File: config.mk
export PLATFORM = sky130hd
export DESIGN_NAME = alu_multiciclo
export DESIGN_NICKNAME = d
export VERILOG_FILES = /design/src/rtl/alu_pkg.sv /design/src/rtl/alu_comb.sv /design/src/rtl/alu_multiciclo.sv
export SDC_FILE = /design/constraint.sdc
export NUM_CORES = 1
export LEC_CHECK = 0
export CELL_PAD_IN_SITES_DETAIL_PLACEMENT = 0
export CELL_PAD_IN_SITES_GLOBAL_PLACEMENT = 1
export CORE_MARGIN = 2
export CORE_UTILIZATION = 30
export CTS_CLUSTER_SIZE = 16
export DETAILED_ROUTE_END_ITERATION = 10
export PLACE_DENSITY = 0.64
export SYNTH_ARGS = -nofsm -noshare
export SYNTH_HDL_FRONTEND = slang
export SYNTH_SLANG_ARGS = --single-unit
File: constraint.sdc
create_clock -name clk -period 3.4 [get_ports clk]
set_clock_uncertainty 0.1 [all_clocks]
set_input_delay 0.34 -clock clk [delete_from_list [all_inputs] [get_ports clk]]
set_output_delay 0.34 -clock clk [all_outputs]
set_load 0.01 [all_outputs]
File: src/rtl/alu_pkg.sv
// Shared types for the multicycle ALU: opcodes, FSM states and the NZCV flag bundle.
// No logic here; latency and backpressure are defined by the users of these types.
package alu_pkg;

    typedef enum logic [3:0] {
        OP_AND = 4'h0,
        OP_EOR = 4'h1,
        OP_SUB = 4'h2,
        OP_ADD = 4'h4,
        OP_ADC = 4'h5,
        OP_LSL = 4'h8,
        OP_LSR = 4'h9,
        OP_ASR = 4'hA,
        OP_ORR = 4'hC,
        OP_MUL = 4'hE
    } op_e;

    typedef enum logic [1:0] {
        IDLE = 2'd0,
        MUL  = 2'd1,
        DONE = 2'd2
    } estado_e;

    typedef struct packed {
        logic n;
        logic z;
        logic c;
        logic v;
    } flags_t;

endpackage

File: src/rtl/alu_comb.sv
// Single-cycle ALU ops and NZCV flags; purely combinational, zero latency.
// No backpressure: outputs follow the inputs; MUL is handled by the caller.
module alu_comb
    import alu_pkg::*;
#(
    parameter int WIDTH = 32
) (
    input  logic [WIDTH-1:0] a_i,
    input  logic [WIDTH-1:0] b_i,
    input  op_e              op_i,
    input  logic             cin_i,
    output logic [WIDTH-1:0] res_o,
    output flags_t           flags_o,
    output logic             illegal_o
);
    localparam int SW = $clog2(WIDTH);
    localparam int M  = WIDTH - 1;

    logic [SW-1:0]  amt;
    logic [WIDTH:0] sum, dif, shl, shr, sra;
    logic           c, v;

    // Shifts run one bit wider so the last bit shifted out lands in the extra bit;
    // an amount of zero leaves that bit at 0, which is exactly the required carry.
    always_comb begin
        amt = b_i[SW-1:0];
        sum = {1'b0, a_i} + {1'b0, b_i} + {{WIDTH{1'b0}}, (op_i == OP_ADC) & cin_i};
        dif = {1'b0, a_i} - {1'b0, b_i};
        shl = {1'b0, a_i} << amt;
        shr = {a_i, 1'b0} >> amt;
        sra = $unsigned($signed({a_i, 1'b0}) >>> amt);

        res_o     = '0;
        c         = 1'b0;
        v         = 1'b0;
        illegal_o = 1'b0;
        case (op_i)
            OP_AND: res_o = a_i & b_i;
            OP_EOR: res_o = a_i ^ b_i;
            OP_ORR: res_o = a_i | b_i;
            OP_ADD, OP_ADC: begin
                res_o = sum[M:0];
                c     = sum[WIDTH];
                v     = (a_i[M] == b_i[M]) && (res_o[M] != a_i[M]);
            end
            OP_SUB: begin
                res_o = dif[M:0];
                c     = ~dif[WIDTH];
                v     = (a_i[M] != b_i[M]) && (res_o[M] != a_i[M]);
            end
            OP_LSL: begin
                res_o = shl[M:0];
                c     = shl[WIDTH];
            end
            OP_LSR: begin
                res_o = shr[WIDTH:1];
                c     = shr[0];
            end
            OP_ASR: begin
                res_o = sra[WIDTH:1];
                c     = sra[0];
            end
            OP_MUL:  res_o = '0;
            default: illegal_o = 1'b1;
        endcase
        flags_o = '{n: res_o[M], z: (res_o == '0), c: c, v: v};
    end

endmodule

File: src/rtl/alu_multiciclo.sv
// Handshaked ALU: 1 cycle for single-cycle ops, WIDTH+1 cycles for shift-add MUL.
// Accepts only in IDLE; result and flags are held in DONE until out_ready.
module alu_multiciclo
    import alu_pkg::*;
#(
    parameter int WIDTH = 32
) (
    input  logic             clk,
    input  logic             rst_n,
    input  logic             in_valid,
    output logic             in_ready,
    input  logic [WIDTH-1:0] datoA,
    input  logic [WIDTH-1:0] datoB,
    input  logic [3:0]       opCode,
    input  logic             cin,
    output logic             out_valid,
    input  logic             out_ready,
    output logic [WIDTH-1:0] salida,
    output logic             negative,
    output logic             zero,
    output logic             cout,
    output logic             overflow,
    output logic             illegal
);
    localparam int CW = $clog2(WIDTH) + 1;
    localparam int M  = WIDTH - 1;

    estado_e          state_q, state_d;
    logic [WIDTH-1:0] mcand_q, mcand_d, mplier_q, mplier_d, acc_q, acc_d;
    logic [CW-1:0]    cnt_q, cnt_d;
    logic [WIDTH-1:0] res_q, res_d;
    flags_t           flags_q, flags_d;
    logic             ill_q, ill_d;

    op_e              op;
    logic [WIDTH-1:0] comb_res;
    flags_t           comb_flags;
    logic             comb_ill;

    assign op = op_e'(opCode);

    alu_comb #(.WIDTH(WIDTH)) u_comb (
        .a_i       (datoA),
        .b_i       (datoB),
        .op_i      (op),
        .cin_i     (cin),
        .res_o     (comb_res),
        .flags_o   (comb_flags),
        .illegal_o (comb_ill)
    );

    always_comb begin
        state_d   = state_q;
        mcand_d   = mcand_q;
        mplier_d  = mplier_q;
        acc_d     = acc_q;
        cnt_d     = cnt_q;
        res_d     = res_q;
        flags_d   = flags_q;
        ill_d     = ill_q;
        in_ready  = 1'b0;
        out_valid = 1'b0;
        case (state_q)
            IDLE: begin
                in_ready = 1'b1;
                if (in_valid) begin
                    if (op == OP_MUL) begin
                        mcand_d  = datoA;
                        mplier_d = datoB;
                        acc_d    = '0;
                        cnt_d    = '0;
                        state_d  = MUL;
                    end else begin
                        res_d   = comb_res;
                        flags_d = comb_flags;
                        ill_d   = comb_ill;
                        state_d = DONE;
                    end
                end
            end
            MUL: begin
                acc_d    = acc_q + (mplier_q[0] ? mcand_q : '0);
                mcand_d  = mcand_q << 1;
                mplier_d = mplier_q >> 1;
                cnt_d    = cnt_q + 1'b1;
                // Final iteration retires straight into the output registers.
                if (cnt_q == CW'(WIDTH - 1)) begin
                    res_d   = acc_d;
                    flags_d = '{n: acc_d[M], z: (acc_d == '0), c: 1'b0, v: 1'b0};
                    ill_d   = 1'b0;
                    state_d = DONE;
                end
            end
            DONE: begin
                out_valid = 1'b1;
                if (out_ready) state_d = IDLE;
            end
            default: state_d = IDLE;
        endcase
    end

    always_ff @(posedge clk or negedge rst_n) begin
        if (!rst_n) begin
            state_q  <= IDLE;
            mcand_q  <= '0;
            mplier_q <= '0;
            acc_q    <= '0;
            cnt_q    <= '0;
            res_q    <= '0;
            flags_q  <= '0;
            ill_q    <= 1'b0;
        end else begin
            state_q  <= state_d;
            mcand_q  <= mcand_d;
            mplier_q <= mplier_d;
            acc_q    <= acc_d;
            cnt_q    <= cnt_d;
            res_q    <= res_d;
            flags_q  <= flags_d;
            ill_q    <= ill_d;
        end
    end

    assign salida   = res_q;
    assign negative = flags_q.n;
    assign zero     = flags_q.z;
    assign cout     = flags_q.c;
    assign overflow = flags_q.v;
    assign illegal  = ill_q;

endmodule

# Yosys cells after proc, flatten, opt, wreduce, memory -nomap -nowiden
# Index checks and enable logic that the tools add are counted.
[op_classes]
addsub = 5
n_eq_ne = 21
n_shift = 3
mux = 36
bitwise = 5
n_reduce_logical = 12
[ops]
columns = ["operator", "count"]
rows = [
  ["$mux W32", 10],
  ["$pmux W32 S2", 4],
  ["$pmux W32 S8", 1],
  ["$logic_not A32 Y1", 2],
  ["$add A32 B32 Y33", 1],
  ["$add A33 B1 Y33", 1],
  ["$shl A32 B5 Y33", 1],
  ["$shr A33 B5 Y33", 1],
  ["$sshr A33 B5 Y33", 1],
  ["$sub A32 B32 Y33", 1],
  ["$add A32 B32 Y32", 1],
  ["$and A32 B32 Y32", 1],
  ["$or A32 B32 Y32", 1],
  ["$xor A32 B32 Y32", 1],
  ["$eq A4 B4 Y1 const B", 5],
  ["$mux W4", 3],
  ["$mux W6", 2],
  ["$pmux W6 S2", 1],
  ["$ne A2 B2 Y1 const B", 5],
  ["$reduce_or A9 Y1", 1],
  ["$eq A4 B3 Y1 const B", 2],
  ["$mux W2", 4],
  ["$pmux W4 S2", 1],
  ["$add A6 B1 Y6 const B", 1],
  ["20 further kinds", 30],
]
[totals]
regBits = 141
inputBits = 73
word_cells = 93

# Logic depth before layout (Yosys ltp)
[depth]
depth_word = 9
ltp_mapped = 19

# Cells and area by module
# Synthesis repeated with hierarchy kept, for this count alone.
[unflattened]
hier_cells = 2416
area_unflattened_um2 = 18017.3
[by_module_without_submodules]
columns = ["module", "instances", "cells_per_inst", "area_per_inst_um2", "seq_area_each_um2"]
rows = [
  ["alu_comb", 1, 1454, 9992.1, 0.0],
  ["alu_multiciclo", 1, 962, 8025.2, 3528.4],
]

# Worst setup path after synthesis
# OpenSTA, ideal clock, no wires.
[synth_timing]
kind = "input to register"
start = "in datoB[0]"
end = "reg flags_q, in the netlist zero"
setup_ns = 0.076
arrival_time_ns = 4.456
required_time_ns = 3.224
slack_ns = -1.233
cell_stages = 19
n_path_buf = 5
cell_sequence = "buf_6 > buf_6 > buf_6 > buf_2 > clkbuf_1 > inv_1 > fa_1 > fa_1 > nor2b_1 > o2111ai_1 > a2111oi_0 > o311ai_0 > a21o_1 > and3_1 > a211oi_1 > o21ai_0 > nor4_1 > nand3_1 > o21ai_1"
[synth_via]
elab_chain_cells = 7
[synth_rtl]
columns = ["element", "line_no", "source"]
rows = [
  ["start: declaration", "alu_multiciclo.sv:13", "input logic [WIDTH-1:0] datoB,"],
  ["$add A32 B32 Y33", "alu_comb.sv:27", "sum = {1'b0, a_i} + {1'b0, b_i} + {{WIDTH{1'b0}}, (op_i == OP_ADC) & cin_i};"],
  ["$add A33 B1 Y33", "alu_comb.sv:27", ""],
  ["$pmux W32 S8 *", "alu_comb.sv:37", "case (op_i)"],
  ["$logic_not A32 Y1 *", "alu_comb.sv:66", "flags_o = '{n: res_o[M], z: (res_o == '0), c: c, v: v};"],
  ["$mux W4 *", "alu_multiciclo.sv:67", "if (op == OP_MUL) begin"],
  ["$mux W4 *", "alu_multiciclo.sv:66", "if (in_valid) begin"],
  ["$pmux W4 S2 *", "alu_multiciclo.sv:63", "case (state_q)"],
  ["end signal: assignment", "alu_multiciclo.sv:119", "flags_q <= flags_d;"],
  ["end: declaration", "alu_multiciclo.sv:32", "flags_t flags_q, flags_d;"],
]
# Mark *: on every way between the ends. The rest lies on a longest branch, timed or not. The select of a mux whose other input is x is not followed.
# A chain may end at the register's enable or synchronous reset.

# Worst setup path after layout
[layout_timing]
start = "reg mplier_q[0]"
end = "reg flags_q, in the netlist zero"
[layout_via]
elab_chain_cells = 5
[layout_rtl]
columns = ["element", "line_no", "source"]
rows = [
  ["start: declaration", "alu_multiciclo.sv:29", "logic [WIDTH-1:0] mcand_q, mcand_d, mplier_q, mplier_d, acc_q, acc_d;"],
  ["start signal: assignment", "alu_multiciclo.sv:115", "mplier_q <= mplier_d;"],
  ["$mux W32", "alu_multiciclo.sv:82", "acc_d = acc_q + (mplier_q[0] ? mcand_q : '0);"],
  ["$add A32 B32 Y32", "alu_multiciclo.sv:82", ""],
  ["$logic_not A32 Y1", "alu_multiciclo.sv:89", "flags_d = '{n: acc_d[M], z: (acc_d == '0), c: 1'b0, v: 1'b0};"],
  ["$mux W4", "alu_multiciclo.sv:87", "if (cnt_q == CW'(WIDTH - 1)) begin"],
  ["$pmux W4 S2", "alu_multiciclo.sv:63", ""],
]
# Every way passes these cells. The select of a mux whose other input is x is not followed.

==> qor.txt <==
Cell Pwr Density = 620 nW/um2
CP endpoint kind = flop
Initial antenna violation count = 4
Pins over their slew limit = 0
Final instance area = 29,100 um2
Worst slew pin tran = 864 ps
Distinct cell type count after synthesis = 96
Syn nets = 2,525
Crit path DAT = 4520 ps
Number of synthesized flops with an enable pin = 0
Drt wl/cell = 26.2 um
R2R cell count = 18
Cell Chain, Critical Path = buf_12, buf_8, and2_4, fa_2, buf_6, a21o_1, a21oi_2, xnor2_1, or3_4, nor4_4, buf_4, nand4_1, nor4b_2, buf_4, nand4_1, or4_4, a2bb2oi_2, o21ai_1
CTS tree = built
Total number of vias = 22,800
Core area = 58,700 um2
PnR Total Power = 18.0 mW
Fin crit share = 123%
Static Leak = 13.3 nW
Total CTS buffers = 17
Final hold vios = 0
R2R setup slack = -800 ps
Final TNS setup = -2500 ps
First-pass GRT wire length = 152 mm
Unrepaired setup endpoints after global routing = true
Mapped Cells = 2,319
Avg Vias per Cell = 5.66
Worst-Skew Late Latency = 510 ps
Hold Crit Start = datoB[12]
Critical path's largest stage delay = 470 ps
CTS H-Tree Depth = 4
Tmin final = 4200 ps
I/O pin cnt = 112
Reg clk slew, reported paths = 90 ps
Starting density of the core = 30.2%
Worst path slowest cell = or4_4
Longest Clk Path Bufs = 2
Flops & latches, synth = 140
Die footprint = 61,000 um2
Most common cell after layout, fill and taps aside = buf_4
Initial DRC Count = 2,002
Pin count of the biggest net entering global routing = 66
Post-synthesis cell area = 17,700 um2
Overflow after GRT = 0
Final setup viols = 14
Clk root buf = clkbuf_16
Total GRT Usage = 34.2%
Status = complete, but fails checks
Post-synthesis sequential area ratio = 19.8%
Fmax achieved = 238 MHz
Normalized max-slew margin = 42.3%
Router iterations before antenna repair = 7
Max IR drop VDD = 0.676 mV
DRC = 0
Max_cap viols = 0
Most frequent cells in the layout = buf_4 (916), nand2_1 (306), nor2_1 (208)
Post-synth top flop = dfrtp_1
HPWL Detailed = 84.7 mm
Placement Rows = 89
R2R Path End = zero
R2R Path Start = mplier_q[0]
Min-Delay Path Depth = 4
IO buf count = 111
Asr flop ratio synth = 100%
WHS Endpoint = mplier_q[12]
P&R area growth vs syn = 64.2%
CP Launch Type = flop
CP max FO = 6
Height of the die = 247 um
Clock sinks = 140
Post-Syn Area per Cell = 7.64 um2
Worst path required time = 3730 ps
DP Area = 26,300 um2
Kind of critical path = reg -> reg
Total Nets Final = 3,454
Global placer's final weighted congestion = 0.986
Final worst slack = -797 ps
Detail Route Antenna Nets = 0
Worst Hold Class = in -> reg
Die X = 247 um
Vias in the first global route = 23,000
Pre-CTS WS = -1790 ps
Synth warn = 0
Share of cells above drive strength 1 = 41.2%
Failing checks = negative setup slack
Final WL = 106 mm
-- worst max path at each step --
stage,from,end,cells after the start
after floorplan,datoB[0],zero,19
after global placement,opCode[0],zero,16
after detailed placement,opCode[0],zero,16
after CTS,mplier_q[0],zero,18
after global routing,mplier_q[0],zero,18
final,mplier_q[0],zero,18
-- per-stage QoR --
| step | hold WS, ps | std cells | util [%] |
|---|---|---|---|
| global placement | 289 | 3943 | 44.9 |
| global route | 214 | 4034 | 49.6 |
| detailed placement | 287 | 3943 | 44.9 |
| finish | 198 | 4035 | 49.6 |
| floorplan | -55.6 | 2319 | - |
| CTS | 254 | 4002 | 47.6 |
-- sequential cells by signal, indices dropped and copies added (netlist names) --
signal    cells
state_q       2
zero          1
cnt_q         6
salida       32
overflow      1
cout          1
mplier_q     32
acc_q        32
mcand_q      32
illegal       1
-- worst max-delay path: cells and delay by family, from the launching register on --
kind / cells / cell delay [ps]
AOI/OAI and AO/OA: 4 / 600
buffers and inverters: 5 / 710
adders and majority gates: 1 / 380
DFF: 1 / 410
and+or+nand+nor: 7 / 1800
xor gates and xnor gates: 1 / 100
-- kinds of logic after synthesis --
family / count (synthesis) / share of synthesized area [%]
compound gates: 750 / 28.7
xor+xnor: 48 / 2.37
fa+ha+maj: 133 / 9.56
buf+inv: 280 / 6.38
mux: 142 / 11.4
flops: 140 / 19.8
simple gates: 826 / 21.8
-- timing repair --
action	in CTS	in global routing
endpoints found under the hold margin	59	0
pin swaps	70	76
setup buffers	27	34
gates resized for setup	184	196
hold buffers	1	0
setup endpoints to repair	37	37
-- routing by layer --
metal	GRT usage, %	share of wire (%)	up-vias	wire length [um]
met5	0	0.027	-	29
li1	-	-	10500	-
met3	5.36	6.0	165	6360
met4	12.8	3.6	4	3820
met2	57.7	48	868	50700
met1	43.9	42	11300	44900
-- cell usage after synthesis (all sizes together) (11+ instances only) --
library cell | instances | share of area, %
o31a | 11 | 0.54
nor2 | 214 | 4.5
a21o | 28 | 1.2
nand4 | 29 | 1.0
o211ai | 27 | 1.1
o21a | 11 | 0.47
o31ai | 17 | 0.72
nand3 | 33 | 0.93
nor4 | 17 | 0.67
xor2 | 15 | 0.74
nand2b | 16 | 0.57
inv | 107 | 2.3
o221ai | 15 | 0.74
mux4 | 45 | 5.8
and3 | 13 | 0.46
nor2b | 27 | 0.95
clkbuf | 120 | 2.5
o22ai | 23 | 0.81
ha | 129 | 9.1
o21bai | 14 | 0.59
a2111oi | 17 | 0.98
a21oi | 139 | 3.9
nor3 | 53 | 1.5
nand2 | 312 | 6.6
and2 | 50 | 1.8
mux2i | 73 | 4.1
o21ai | 147 | 4.2
buf | 50 | 1.5
a221oi | 21 | 1.0
a211oi | 52 | 2.2
a22oi | 14 | 0.62
a22o | 32 | 1.6
or3 | 14 | 0.49
xnor2 | 33 | 1.6
a31oi | 91 | 3.2
dfrtp | 140 | 20
mux2 | 24 | 1.5
-- final cells by class --
| cell class | instances | area [um2] |
|---|---|---|
| Clock inverter | 15 | 169 |
| Timing Repair Buffer | 1080 | 8800 |
| Inverter | 110 | 419 |
| Antenna cell | 1 | 2.50 |
| Sequential cell | 140 | 3500 |
| Clock buffer | 17 | 425 |
| Multi-Input combinational cell | 1899 | 14800 |
| Tap cell | 773 | 967 |
| Fill cell | 5698 | 29600 |
-- report_power, final --
part	internal [mW]	switching, mW
sequential	2.37	0.512
combinational	6.76	6.38
clock	0.985	1.04
Power figures use the tool's default switching activity.
